File: src/rtl/dsp_mac_seq.sv
// Operand sequencer that drives a DSP48A1 slice as a multiply-accumulate engine.
// Define DSP_MAC_SAT_EN to clamp the result to the signed 36-bit range.
module dsp_mac_seq #(
    parameter int unsigned N_MAX    = 16,
    parameter int unsigned LAT      = 4,
    parameter int unsigned OPM_SKEW = 2,
    localparam int unsigned LW      = $clog2(N_MAX) + 1
) (
    input  logic          clk,
    input  logic          rst_n,
    input  logic          start,
    input  logic [LW-1:0] len,
    output logic          err,
    output logic          busy,
    input  logic          s_valid,
    output logic          s_ready,
    input  logic [17:0]   s_a,
    input  logic [17:0]   s_b,
    output logic [17:0]   dsp_a,
    output logic [17:0]   dsp_b,
    output logic [17:0]   dsp_d,
    output logic [7:0]    dsp_opmode,
    output logic          dsp_ce,
    output logic          dsp_carryin,
    input  logic [47:0]   dsp_p,
    output logic          res_valid,
    input  logic          res_ready,
    output logic [47:0]   res_data,
    output logic          res_sat
);

    localparam int unsigned DRAIN_LEN = LAT + OPM_SKEW + 1;
    localparam int unsigned DW        = $clog2(DRAIN_LEN);
    localparam logic [7:0]  OPM_FIRST = 8'b0000_0001;
    localparam logic [7:0]  OPM_ACC   = 8'b0000_1001;

    typedef enum logic [1:0] {IDLE, ISSUE, DRAIN, HOLD} state_t;

    state_t                   state;
    logic [LW-1:0]            cnt;
    logic [DW-1:0]            dcnt;
    logic                     first;
    // Element 0 travels with dsp_a/dsp_b; the last element is what the slice sees.
    logic [OPM_SKEW:0][7:0]   opm_pipe;
    logic                     len_ok;
    logic                     xfer;
    logic [47:0]              cap_data;
    logic                     cap_sat;

    assign len_ok      = (len != '0) && (len <= LW'(N_MAX));
    assign xfer        = s_valid && s_ready;
    assign dsp_opmode  = opm_pipe[OPM_SKEW];
    assign dsp_d       = '0;
    assign dsp_carryin = 1'b0;

`ifdef DSP_MAC_SAT_EN
    localparam logic signed [47:0] SAT_HI = 48'sh0007_FFFF_FFFF;
    localparam logic signed [47:0] SAT_LO = -48'sh0008_0000_0000;

    always_comb begin
        cap_data = dsp_p;
        cap_sat  = 1'b0;
        if ($signed(dsp_p) > SAT_HI) begin
            cap_data = SAT_HI;
            cap_sat  = 1'b1;
        end else if ($signed(dsp_p) < SAT_LO) begin
            cap_data = SAT_LO;
            cap_sat  = 1'b1;
        end
    end
`else
    assign cap_data = dsp_p;
    assign cap_sat  = 1'b0;
`endif

    always_ff @(posedge clk or negedge rst_n) begin
        if (!rst_n) begin
            state     <= IDLE;
            cnt       <= '0;
            dcnt      <= '0;
            first     <= 1'b0;
            opm_pipe  <= '0;
            err       <= 1'b0;
            busy      <= 1'b0;
            s_ready   <= 1'b0;
            dsp_a     <= '0;
            dsp_b     <= '0;
            dsp_ce    <= 1'b0;
            res_valid <= 1'b0;
            res_data  <= '0;
            res_sat   <= 1'b0;
        end else begin
            err    <= 1'b0;
            dsp_ce <= 1'b0;
            // OPMODE stages advance only when the slice itself advances
            if (dsp_ce) begin
                opm_pipe[OPM_SKEW:1] <= opm_pipe[OPM_SKEW-1:0];
            end
            unique case (state)
                IDLE: begin
                    if (start) begin
                        if (len_ok) begin
                            state   <= ISSUE;
                            cnt     <= len;
                            first   <= 1'b1;
                            s_ready <= 1'b1;
                            busy    <= 1'b1;
                        end else begin
                            err <= 1'b1;
                        end
                    end
                end
                ISSUE: begin
                    if (xfer) begin
                        dsp_a       <= s_a;
                        dsp_b       <= s_b;
                        dsp_ce      <= 1'b1;
                        opm_pipe[0] <= first ? OPM_FIRST : OPM_ACC;
                        first       <= 1'b0;
                        cnt         <= cnt - LW'(1);
                        if (cnt == LW'(1)) begin
                            state   <= DRAIN;
                            s_ready <= 1'b0;
                            dcnt    <= DW'(DRAIN_LEN - 1);
                        end
                    end
                end
                DRAIN: begin
                    dsp_a       <= '0;
                    dsp_b       <= '0;
                    opm_pipe[0] <= OPM_ACC;
                    if (dcnt == '0) begin
                        state     <= HOLD;
                        res_valid <= 1'b1;
                        res_data  <= cap_data;
                        res_sat   <= cap_sat;
                    end else begin
                        dsp_ce <= 1'b1;
                        dcnt   <= dcnt - DW'(1);
                    end
                end
                HOLD: begin
                    if (res_ready) begin
                        state     <= IDLE;
                        res_valid <= 1'b0;
                        busy      <= 1'b0;
                    end
                end
                default: state <= IDLE;
            endcase
        end
    end

endmodule

File: config.mk
export PLATFORM = sky130hd
export DESIGN_NAME = dsp_mac_seq
export DESIGN_NICKNAME = d
export VERILOG_FILES = /design/src/rtl/dsp_mac_seq.sv
export SDC_FILE = /design/constraint.sdc
export NUM_CORES = 1
export LEC_CHECK = 0
export CAP_MARGIN = 20
export CORE_ASPECT_RATIO = 1.5
export CORE_MARGIN = 4
export CORE_UTILIZATION = 45
export CTS_CLUSTER_SIZE = 10
export DETAILED_ROUTE_END_ITERATION = 7
export MAX_ROUTING_LAYER = met4
export PLACE_DENSITY = 0.84
export SYNTH_ARGS = -nofsm -noshare
export SYNTH_HDL_FRONTEND = slang
export SYNTH_SLANG_ARGS = --single-unit
File: constraint.sdc
create_clock -name clk -period 3.86 [get_ports clk]
set_input_delay 0.386 -clock clk [delete_from_list [all_inputs] [get_ports clk]]
set_output_delay 0.386 -clock clk [all_outputs]
set_load 0.01 [all_outputs]
==> impl_metrics.ini <==
[drt]
vias_per_cell = 5.18
drtPass1Iterations = 4
wire_per_inst_um = 19.2
drt.antenna.violating_nets = 0
wl_mm = 12.2
drc = 0
vias = 3301
drt_iter0_markers = 135

[placement]
portBuffers = 184
globalplace.congestion = 0.852
dpl_cell_area_um2 = 6340
dpl.hpwl_mm = 9.11

[critical_path]
reg2reg_slack_ns = 1.62
crit_end = cnt[4]
rr_startpoint = state[1]
startpoint_type = register
cp.required_ns = 4.09
critPathSlowestCell = ha_1
crit_start = state[1]
cp_max_fo = 13
critPathCaptureType = register
path_cells = inv_1, ha_1, and3_2, o21ai_1, nand2b_1, a221oi_2
rr_worst_depth = 6
crit_type = reg2reg
arrival_ns = 2.47
reg2reg_to = cnt[4]
max_stage_delay_ns = 0.48

[floorplan]
die_w_um = 89.9
row_count = 44
pin_count = 211
initial_core_util_pct = 46.4
coreArea_um2 = 9740
die_h_um = 131
die-area_um2 = 11800

[pwr]
peakVddDrop_uv = 279
p_int_mw = 1.73
p_seq_share_pct = 51.1
power.switching_mw = 0.516
p_sw_share_pct = 23.0
power_density_nw_per_um2 = 337
power_frac_clock_pct = 38.6
power.leakage_nw = 2.93
p_comb_share_pct = 10.3

[clock_tree]
cts_buffers = 9
insertion_delay_ns = 0.34
postCtsSetupRepairBufs = 0
htreeDepth = 3
clockBufferDepth = 2
cts_resized = 0
postCtsHoldBufs = 0
cts_tree = built
clock-sinks = 106
clk_pin_slew_ns = 0.07
root_buffer = clkbuf_16

[timing]
setup_tns_ns = 0
skew_ns = 0.00902
finalHoldViolCount = 0
fmax_mhz = 447
fin_crit_ns = 2.24
grt_setup_unrepaired = no
worst_slew_pin_slew_ns = 0.619
max_slew_margin_pct = 58.7
drv_slew = 0
fin_crit_sh_pct = 58.0
setup_viol = 0

[global_routing]
grt_use_total_pct = 20.9
first_global_vias = 3427
grt_max_degree = 80
grt_first_pass_wirelength_mm = 18.6
grt_antenna_before_repair = 0
grt_remaining_overflow = 0

[synth]
synth_top_area_cell = dfrtp_1
ys_seq_area_share_pct = 58.6
ys_warn_count = 0
synth_cells = 333
synth_ff_type = dfrtp_1
ys_types = 38
synthTopCellsByArea = dfrtp_1, mux2_2, a22o_1, buf_4, ha_1
synth.top_cell.area_share_pct = 58.6
async_flop_share_pct = 100
synth.most_common_cell = dfrtp_1
synth-edff-count = 0
netlist_area_um2 = 4520
yosys_register_bits = 106
synth_area_per_cell_um2 = 13.6
synth_common_cells = dfrtp_1, mux2_2, a22o_1

[cells_and_area]
synthToLayoutAreaGrowth_pct = 47.2
layout-drive-gt1-share_pct = 16.1
nNetsFinal = 619
antenna_cells = 0
fin_area_um2 = 6660

[run_status]
status = completed

[flow_run]
maxCapViolCount = 0

[min_path]
hold_path.class = in2async
## worst min path at each step
stage             endpoint  slack [ns]  cells after the start
3_3_place_gp   opm_pipe[0]        0.44                      1
4_1_cts               busy        0.24                      1
5_1_grt            s_ready        0.40                      2
6_report            cnt[3]        0.40                      2
3_5_place_dp   opm_pipe[0]        0.46                      1
2_1_floorplan         busy        0.09                      0
## kinds of logic (layout without fill, tap and decap cells)
logic type      count (synthesis)  after routing  synth area share, %
simple gates                   46             46                 5.97
fa+ha+maj                       8              8                 2.21
mux                            58             58                 14.4
other cells                     1             26               0.0829
buf+inv                        51            215                 7.19
compound gates                 63             63                 11.5
flops                         106            106                 58.6
## power groups by stage
stage | clock [mW] | combinational [mW] | sequential (mW)
after floorplan | 0 | 0.0541 | 1.18
after global routing | 0.950 | 0.248 | 1.15
final | 0.866 | 0.232 | 1.15
after CTS | 0.885 | 0.231 | 1.15
after detailed placement | 0 | 0.229 | 1.17
after global placement | 0 | 0.225 | 1.17
## state kept, by name, indices dropped and copies added (netlist names), 2 cells and up
| signal | count |
|---|---|
| res_data | 48 |
| dsp_a | 18 |
| state | 2 |
| opm_pipe | 4 |
| dsp_b | 18 |
| dsp_opmode | 2 |
| dcnt | 3 |
| cnt | 5 |
## per-stage QoR
stage                     instances  worst slack, ns  util [%]  power [mW]  hold slack, ns
after global placement          619             1.52      65.1        1.39           0.444
final                           637             1.62      68.4        2.25           0.400
after detailed placement        619             1.46      65.1        1.40           0.456
after global routing            637             1.41      68.4        2.35           0.403
after floorplan                 358             2.13         -        1.24          0.0904
after CTS                       635             1.61      68.0        2.26           0.243
## final cells by class
| cell class | count | area (um^2) |
|---|---|---|
| Clock buffer | 10 | 229 |
| Clock inverter | 6 | 51.3 |
| Fill cell | 735 | 3080 |
| Inverter | 9 | 33.8 |
| Multi-Input combinational cell | 201 | 1640 |
| Sequential cell | 106 | 2650 |
| Tap cell | 115 | 144 |
| Timing Repair Buffer | 190 | 1910 |
## layer usage
layer / share of wire (%) / GRT usage, % / up-vias
li1: - / - / 1506
met5: 0 / - / -
met1: 35 / 21.4 / 1613
met4: 3.8 / 9.65 / 0
met3: 5.4 / 4.70 / 32
met2: 56 / 38.4 / 150
## worst max-delay path, delay by kind of cell, from the launching register on
family | cells | cell delay, ns
flops | 1 | 0.43
buf+inv | 1 | 0.12
fa+ha+maj | 1 | 0.48
compound gates | 2 | 0.51
simple gates | 2 | 0.60
## placed cells by master, fill, tap and decap left out, drive strengths merged, types with 2 or more instances in the layout
cell type | synthesis | layout
a21oi | 6 | 6
a22o | 38 | 38
a31oi | 4 | 4
and2 | 4 | 4
buf | 41 | 6
clkbuf | 1 | 10
clkdlybuf4s50 | 0 | 183
clkinv | 0 | 4
conb | 1 | 26
dfrtp | 106 | 106
ha | 8 | 8
inv | 9 | 11
mux2 | 55 | 55
mux2i | 3 | 3
nand2 | 8 | 8
nand2b | 5 | 5
nand3 | 4 | 4
nand3b | 2 | 2
nor2 | 10 | 10
nor2b | 5 | 5
nor3 | 4 | 4
o21ai | 6 | 6
o22a | 2 | 2
o31ai | 2 | 2
Note: power is estimated with default switching activity, not from simulation.
